**src/rtl/pattern_gen.sv**
```systemverilog
// pattern_gen: registered RGB test-pattern source on the pixel clock.
// Optional scrolling frame counter: define PATTERN_GEN_SCROLL_EN.
module pattern_gen #(
  parameter int unsigned COLOR_W     = 8,
  parameter int unsigned COORD_W     = 10,
  parameter int unsigned H_ACTIVE    = 640,
  parameter int unsigned V_ACTIVE    = 480,
  parameter int unsigned STRIPE_LOG2 = 3,
  parameter int unsigned CHECK_LOG2  = 5,
  parameter int unsigned FRAME_W     = 8,
  parameter bit          VSYNC_POL   = 1'b0
) (
  input  logic                   clkp,
  input  logic                   rst_n,
  input  logic [COORD_W-1:0]     px,
  input  logic [COORD_W-1:0]     py,
  input  logic                   de,
  input  logic                   vsync,
  input  logic [2:0]             mode,
  input  logic [3*COLOR_W-1:0]   solid,
  output logic [COLOR_W-1:0]     r,
  output logic [COLOR_W-1:0]     g,
  output logic [COLOR_W-1:0]     b,
  output logic [FRAME_W-1:0]     frame
);

  localparam logic [COLOR_W-1:0] FULL = {COLOR_W{1'b1}};

  logic               vsync_q;
  logic               vsync_d;
  logic [2:0]         mode_q;
  logic [2:0]         mode_d;
  logic [COLOR_W-1:0] r_q, r_d;
  logic [COLOR_W-1:0] g_q, g_d;
  logic [COLOR_W-1:0] b_q, b_d;
  logic               boundary;
  logic [COORD_W-1:0] xo;
  logic [COORD_W-1:0] sx;
  logic [2:0]         bar_idx;
  logic [31:0]        px_x8;
  logic               active;

  // Frame boundary: vsync just entered its active level.
  always_comb begin
    boundary = (vsync == VSYNC_POL) && (vsync_q != VSYNC_POL);
    vsync_d  = vsync;
    mode_d   = boundary ? mode : mode_q;
  end

`ifdef PATTERN_GEN_SCROLL_EN
  logic [FRAME_W-1:0] frame_q;
  logic [FRAME_W-1:0] frame_d;

  // Frame counter advances once per boundary, wrapping naturally.
  always_comb begin
    frame_d = boundary ? frame_q + FRAME_W'(1) : frame_q;
  end

  // Frame counter register.
  always_ff @(posedge clkp or negedge rst_n) begin
    if (!rst_n) frame_q <= '0;
    else        frame_q <= frame_d;
  end

  if (FRAME_W >= COORD_W) begin : g_xo_trunc
    assign xo = frame_q[COORD_W-1:0];
  end else begin : g_xo_ext
    assign xo = {{(COORD_W-FRAME_W){1'b0}}, frame_q};
  end

  assign frame = frame_q;
`else
  assign xo    = '0;
  assign frame = '0;
`endif

  // Scrolled x, bar index and active-area qualifier.
  always_comb begin
    sx      = px + xo;
    px_x8   = 32'(px) << 3;
    bar_idx = '0;
    for (int k = 1; k < 8; k++) begin
      if (px_x8 >= k * H_ACTIVE) bar_idx = bar_idx + 3'd1;
    end
    active = de && (32'(px) < H_ACTIVE) && (32'(py) < V_ACTIVE);
  end

  // Pattern select; blanking overrides every mode.
  always_comb begin
    r_d = '0;
    g_d = '0;
    b_d = '0;
    if (active) begin
      case (mode_q)
        3'd0: begin
          r_d = py[COLOR_W-1:0];
          g_d = sx[COLOR_W-1:0];
          b_d = sx[STRIPE_LOG2] ? '0 : FULL;
        end
        3'd1: begin
          r_d = {COLOR_W{~bar_idx[1]}};
          g_d = {COLOR_W{~bar_idx[2]}};
          b_d = {COLOR_W{~bar_idx[0]}};
        end
        3'd2: begin
          r_d = (sx[CHECK_LOG2] ^ py[CHECK_LOG2]) ? '0 : FULL;
          g_d = r_d;
          b_d = r_d;
        end
        3'd3: begin
          r_d = solid[3*COLOR_W-1:2*COLOR_W];
          g_d = solid[2*COLOR_W-1:COLOR_W];
          b_d = solid[COLOR_W-1:0];
        end
        default: begin
          r_d = '0;
          g_d = '0;
          b_d = '0;
        end
      endcase
    end
  end

  // Pixel, mode and vsync history registers.
  always_ff @(posedge clkp or negedge rst_n) begin
    if (!rst_n) begin
      vsync_q <= ~VSYNC_POL;
      mode_q  <= '0;
      r_q     <= '0;
      g_q     <= '0;
      b_q     <= '0;
    end else begin
      vsync_q <= vsync_d;
      mode_q  <= mode_d;
      r_q     <= r_d;
      g_q     <= g_d;
      b_q     <= b_d;
    end
  end

  assign r = r_q;
  assign g = g_q;
  assign b = b_q;

endmodule

```
**config.mk**
```make
export PLATFORM = sky130hd
export DESIGN_NAME = pattern_gen
export DESIGN_NICKNAME = d
export VERILOG_FILES = /design/src/rtl/pattern_gen.sv
export SDC_FILE = /design/constraint.sdc
export NUM_CORES = 1
export LEC_CHECK = 0
export BUFFER_PORTS_ARGS = -buffer_cell sky130_fd_sc_hd__buf_2
export CAP_MARGIN = 25
export CORE_UTILIZATION = 50
export DETAILED_ROUTE_END_ITERATION = 6
export PLACE_DENSITY = 0.95
export SKIP_CTS_REPAIR_TIMING = 1
export SYNTH_ARGS = -nofsm -noshare
export SYNTH_HDL_FRONTEND = slang
export SYNTH_SLANG_ARGS = --single-unit
```
**constraint.sdc**
```tcl
create_clock -name clkp -period 5.3 [get_ports clkp]
set_clock_uncertainty 0.2 [all_clocks]
set_input_delay 0.53 -clock clkp [delete_from_list [all_inputs] [get_ports clkp]]
set_output_delay 0.53 -clock clkp [all_outputs]
set_load 0.05 [all_outputs]
```
; Word level (Yosys, flattened, before mapping)
; Cells that the tools add are included.
[word_totals]
reg_bits = 28
inputBits = 51
output_inout_bits = 32
wordCells = 47
[op_classes]
addsub = 6
order_cmp = 9
n_eq_ne = 3
n_mux = 15
n_bitwise = 5
n_reduce_logical = 4
[op_table]
columns = cell, count
row1 = 8-bit case mux with 4 select lines, 3
row2 = 8-bit 2-to-1 mux, 5
row3 = 13-bit by 12-bit greater-or-equal comparator with 1-bit output (second input constant), 3
row4 = 13-bit by 11-bit greater-or-equal comparator with 1-bit output (second input constant), 2
row5 = 3-bit by 1-bit adder with 3-bit output (second input constant), 6
row6 = 3-bit 2-to-1 mux, 6
row7 = 13-bit by 10-bit greater-or-equal comparator with 1-bit output (second input constant), 1
row8 = 13-bit greater-or-equal comparator (second input constant), 1
row9 = 10-bit < comparator (second input constant), 1
row10 = 10-bit by 9-bit < comparator with 1-bit output (second input constant), 1
row11 = 3-bit by 2-bit equality test with 1-bit output (second input constant), 2
row12 = 1-bit inverter, 4
row13 = 3-bit by 1-bit equality test with 1-bit output (second input constant), 1
row14 = 1-bit logical AND, 3
row15 = 3-bit logical NOT, 1
row16 = 1-bit 2-to-1 mux, 1
row17 = 1-bit XOR, 1

; Depth between registers and ports, before layout
[depth]
depth_word = 17
mapped_depth = 24
depth_no_buf = 22

; Least setup slack after synthesis
; Ideal clock, no wire load.
[synth_timing]
path_kind = input-to-reg
from = input px[9]
to = register g_q[7], in the netlist g[7]
setup_ns = 0.079
arrival_ns = 4.215
required_ns = 5.021
slack_ns = 0.806
stages = 22
path_buffers = 3
cell_sequence = buf_1 > nor3_1 > and2_1 > ha_1 > buf_4 > xnor2_1 > ha_1 > a21oi_1 > a21oi_1 > ha_1 > a21o_1 > ha_1 > nor2b_1 > a311o_1 > ha_1 > nand2_1 > nor2_1 > xnor3_1 > xnor2_1 > nand2b_1 > buf_2 > a21oi_1
[synth_between]
elab_chain_len = 17
elab_cells_between_ends = 26
classes_between = add/sub (6) / order compare (8) / mux (9) / bitwise (1) / reduce/logical (2)
[synth_rtl]
columns = item, line
row1 = start: declaration, 15  ; input logic [COORD_W-1:0] px,
row2 = 13-bit by 10-bit greater-or-equal comparator with 1-bit output, 83  ; if (px_x8 >= k * H_ACTIVE) bar_idx = bar_idx + 3'd1;
row3 = 1-bit 2-to-1 mux, 83
row4 = 3-bit by 1-bit adder with 3-bit output, 83
row5 = 3-bit 2-to-1 mux, 83
row6 = 3-bit by 1-bit adder with 3-bit output, 83
row7 = 3-bit 2-to-1 mux, 83
row8 = 3-bit by 1-bit adder with 3-bit output, 83
row9 = 3-bit 2-to-1 mux, 83
row10 = [... 2 more ...], --
row11 = 3-bit by 1-bit adder with 3-bit output, 83
row12 = 3-bit 2-to-1 mux, 83
row13 = 3-bit by 1-bit adder with 3-bit output, 83
row14 = 3-bit 2-to-1 mux, 83
row15 = 1-bit inverter, 102  ; g_d = {COLOR_W{~bar_idx[2]}};
row16 = 8-bit case mux with 4 select lines, 94  ; case (mode_q)
row17 = 8-bit 2-to-1 mux *, 93  ; if (active) begin
row18 = named net g_d[7], 34  ; logic [COLOR_W-1:0] g_q, g_d;
row19 = end signal: assignment, 136  ; g_q <= g_d;
row20 = end: declaration, 34
; Mark *: on every way through the listed nets, which the timed path passes. The rest lies on a longest branch.
; A chain may end at the register's enable or synchronous reset.

; Worst setup path in the final report
[layout_timing]
from = input px[6]
to = register g_q[4], in the netlist g[4]
; Same word-level chain as after synthesis.

==> impl.org <==
** Synth
- Most common library cells after synthesis :: sky130_fd_sc_hd__a21oi_1 (29), sky130_fd_sc_hd__dfrtp_1 (27), sky130_fd_sc_hd__nand2_1 (13)
- Average size of a mapped cell :: 9.71 sq um
- The share of the Yosys chip area taken by registers is 0.397.
- By instance count, the leading cell after synthesis is sky130_fd_sc_hd__a21oi_1.
- During synthesis, Yosys emitted a total of 0 warnings.
- Of all cell types, the one taking the most synthesized area is sky130_fd_sc_hd__dfrtp_1.
- Count of flip-flops with a built-in enable after synthesis :: 0
- The number of different library cells used by synthesis comes to 47.
- The synthesized netlist occupies a cell area of 1770 sq um.
- Synthesis inferred 28 register bits.
- Share of flip-flops with an asynchronous set or reset :: 1.00
- Of the post-synthesis cell area, the dominant cell type holds 0.382.
- Sorting the synthesized cells by area gives the leading types as sky130_fd_sc_hd__dfrtp_1 (38%), sky130_fd_sc_hd__a21oi_1 (8.2%), sky130_fd_sc_hd__buf_4 (4.7%).
- Post-synthesis cell count :: 182
- Dominant synthesized flop cell :: sky130_fd_sc_hd__dfrtp_1

** Power and ir drop
- Share of power burned in combinational logic :: 0.365
- Total power :: 0.000532 W
- The share of total power dissipated in the clock network is 0.197.
- Dividing total power by cell area gives a power density of 248 nW/um^2.
- Summed over all nets, the switching power comes to 0.000194 W.
- The internal power of the cells totals 0.000338 W.
- The share of total power dissipated in sequential elements is 0.438.
- Of the total power, the share spent switching nets is 0.365.
- Summed over all cells, the static leakage comes to 1.06 nW.
- IR analysis of the VDD net gives a maximum drop of 0.101 mV.

** Global route
- Maximum number of pins on one net before global-route repair :: 29
- GR Overflow Total :: 0
- The first global-routing pass estimated 6150 um of wire.
- The via count of the first global-routing pass came to 1408.
- The number of antenna violations at the first check in global routing is 0.
- Global-route total usage across every layer :: 0.225

** Timing
- Setup repair after global routing left no endpoint under its margin.
- In this run the tightest slew margin relative to its limit is 0.299.
- Final Max Slew Viols :: 0
- Highest clock rate :: 0.222 GHz
- Minimum clock period :: 4.50 ns
- Setup violations remaining at the end of the flow were counted as 0.
- Dividing the final minimum period by the clock period gives 0.849.
- Hold Violations, Final :: 27
- For the pin with the worst max-slew slack, the measured transition is 1.05 ns.
- In the final timing run, aggregate negative setup slack is 0 ns.
- Final hold analysis gives a worst-case slack of -0.0269 ns.

** Job
- Max cap viols :: 0

** Finish
- Fraction of final layout cells with drive strength greater than 1 :: 0.380
- At the end of the flow, the number of nets in the layout was 303.
- Antenna diode count :: 0
- Layout overhead on the synthesized area :: 21.2%

** Floorplan
- The die covers 3780 sq um.
- Die width :: 61.5 um
- For this configuration, the core starts out at a cell density of 0.526.
- Die height :: 61.5 um
- Core footprint :: 3360 sq um
- Row generation in the floorplan step produced 21 rows.
- Number of top-level design ports :: 83

** Placement
- Final Wtd Congestion :: 0.855
- During placement, the flow inserted port buffers numbering 74.
- Once detailed placement completed, the half-perimeter wirelength came to 3160 um.

** Clock tree
- No sink is reached through more buffers than the 2 on the longest clock path.
- TritonCTS built the clock tree.
- TritonCTS Sinks :: 28
- The tree is rooted in a sky130_fd_sc_hd__clkbuf_4.
- In this run, CTS created clock tree buffers numbering 3.
- The clock reaches the later pin of the worst-skew pair after 0.34 ns.
- Clock transition at path regs :: 0.14 ns
- CTS H-Tree Depth :: 1

** Critical path
- Critical path start-end classification :: in -> reg
- Data on the critical path is required at its endpoint by 5.28 ns.
- Max FO, Critical Path :: 12
- STA classifies the critical path startpoint as an input pin.
- The worst setup path is captured at a register.
- At the worst endpoint, the arrival time is 4.48 ns.

** Detailed routing
- Detailed-router iteration count before antenna repair :: 4
- Detailed routing inserted a total of 1673 vias.
- In the routed design, unresolved DRC markers number 0.
- DRT antenna net count :: 0
- In the final routed layout, each cell accounts on average for 14.3 um.
- Wires add up to 4170 um.
- Detailed-route vias per instance :: 5.75
- For this block, the initial DRC count from the detailed router was 93.

** Run status
- The final reports fail on hold timing.
- The run finished, with violations left.

** Hold path
- In this run the worst hold path is classified as in -> async.
registers in the layout (all words and copies together) (netlist names):
signal / flops
b: 8
g: 8
mode_q: 3
r: 8
vsync_q: 1
worst paths after layout:
| check | slack, ns | cells past startpoint | start | endpoint |
|---|---|---|---|---|
| max | 0.80 | 20 | px[6] | g[4] |
| min | -0.03 | 1 | rst_n | b[0] |
| max reg2reg | 2.95 | 4 | mode_q[2] | r[6] |
| min reg2reg | 0.48 | 1 | mode_q[1] | mode_q[1] |
| max in group asynchronous | 4.54 | 1 | rst_n | r[2] |
| min in group clkp | 0.08 | 1 | vsync | vsync_q |
area by class of cell:
type / instances / area [sq um]
multi-input combinational: 134 / 957
clock buffer: 4 / 36.3
fill: 274 / 1220
sequential: 28 / 702
inverter: 5 / 18.8
tap: 46 / 57.6
timing repair buffer: 74 / 370
kinds of logic after synthesis:
| logic type | synth area share |
|---|---|
| compound gates | 0.264 |
| other cells | 0.00212 |
| simple gates | 0.143 |
| xor+xnor | 0.0375 |
| mux | 0.0311 |
| flops | 0.397 |
| buf+inv | 0.0828 |
| fa+ha+maj | 0.0425 |
routing by layer:
layer  GRT usage  part of all wire
met5           0                 0
met4       0.130             0.028
met3      0.0315             0.063
met2       0.382              0.49
met1       0.272              0.41
placed cells by master, fill, tap and decap left out, types with 4 or more instances in the layout:
master and instances:
sky130_fd_sc_hd__buf_2 74, sky130_fd_sc_hd__a22oi_1 8, sky130_fd_sc_hd__ha_1 6, sky130_fd_sc_hd__mux2_2 4, sky130_fd_sc_hd__conb_1 8, sky130_fd_sc_hd__a221oi_1 8
sky130_fd_sc_hd__nor2_1 5, sky130_fd_sc_hd__nand2_1 13, sky130_fd_sc_hd__dfrtp_1 27, sky130_fd_sc_hd__inv_1 5, sky130_fd_sc_hd__o21ai_0 6, sky130_fd_sc_hd__xnor2_1 4
sky130_fd_sc_hd__a21oi_1 29
power by group through the flow:
stage	combinational [W]	sequential (W)	clock, W
finish	0.000194	0.000233	0.000105
global placement	0.000186	0.000237	0
detailed placement	0.000193	0.000237	0
CTS	0.000194	0.000233	0.000104
global route	0.000211	0.000235	0.000114
floorplan	0.000123	0.000259	0
critical path, cell delays in order:
cell	delay, ns
sky130_fd_sc_hd__buf_2	0.24
sky130_fd_sc_hd__o21ai_0	0.12
sky130_fd_sc_hd__and2_1	0.17
sky130_fd_sc_hd__ha_1	0.39
sky130_fd_sc_hd__xnor2_1	0.17
sky130_fd_sc_hd__ha_1	0.30
sky130_fd_sc_hd__a21oi_1	0.18
sky130_fd_sc_hd__a21oi_1	0.07
sky130_fd_sc_hd__ha_1	0.30
sky130_fd_sc_hd__a21o_1	0.16
sky130_fd_sc_hd__ha_1	0.25
sky130_fd_sc_hd__nor2b_1	0.13
sky130_fd_sc_hd__a311o_1	0.36
sky130_fd_sc_hd__ha_1	0.19
sky130_fd_sc_hd__nand2_1	0.06
sky130_fd_sc_hd__nor2_1	0.04
sky130_fd_sc_hd__xnor3_1	0.20
sky130_fd_sc_hd__xnor2_1	0.17
sky130_fd_sc_hd__nand2b_1	0.31
sky130_fd_sc_hd__a21oi_1	0.14
per-stage QoR:
step           worst slack (ns)  std cells   util  hold slack (ns)  cell area (sq um)
5_1_grt                   0.561        291  0.637           0.0130               2140
2_1_floorplan             0.806        189      -           0.0344               1790
6_report                  0.799        291  0.637          -0.0269               2140
4_1_cts                   0.817        291  0.637         -0.00536               2140
3_5_place_dp              0.507        287  0.626            0.368               2110
3_3_place_gp              0.679        287  0.626            0.359               2110
Power figures use the tool's default switching activity.
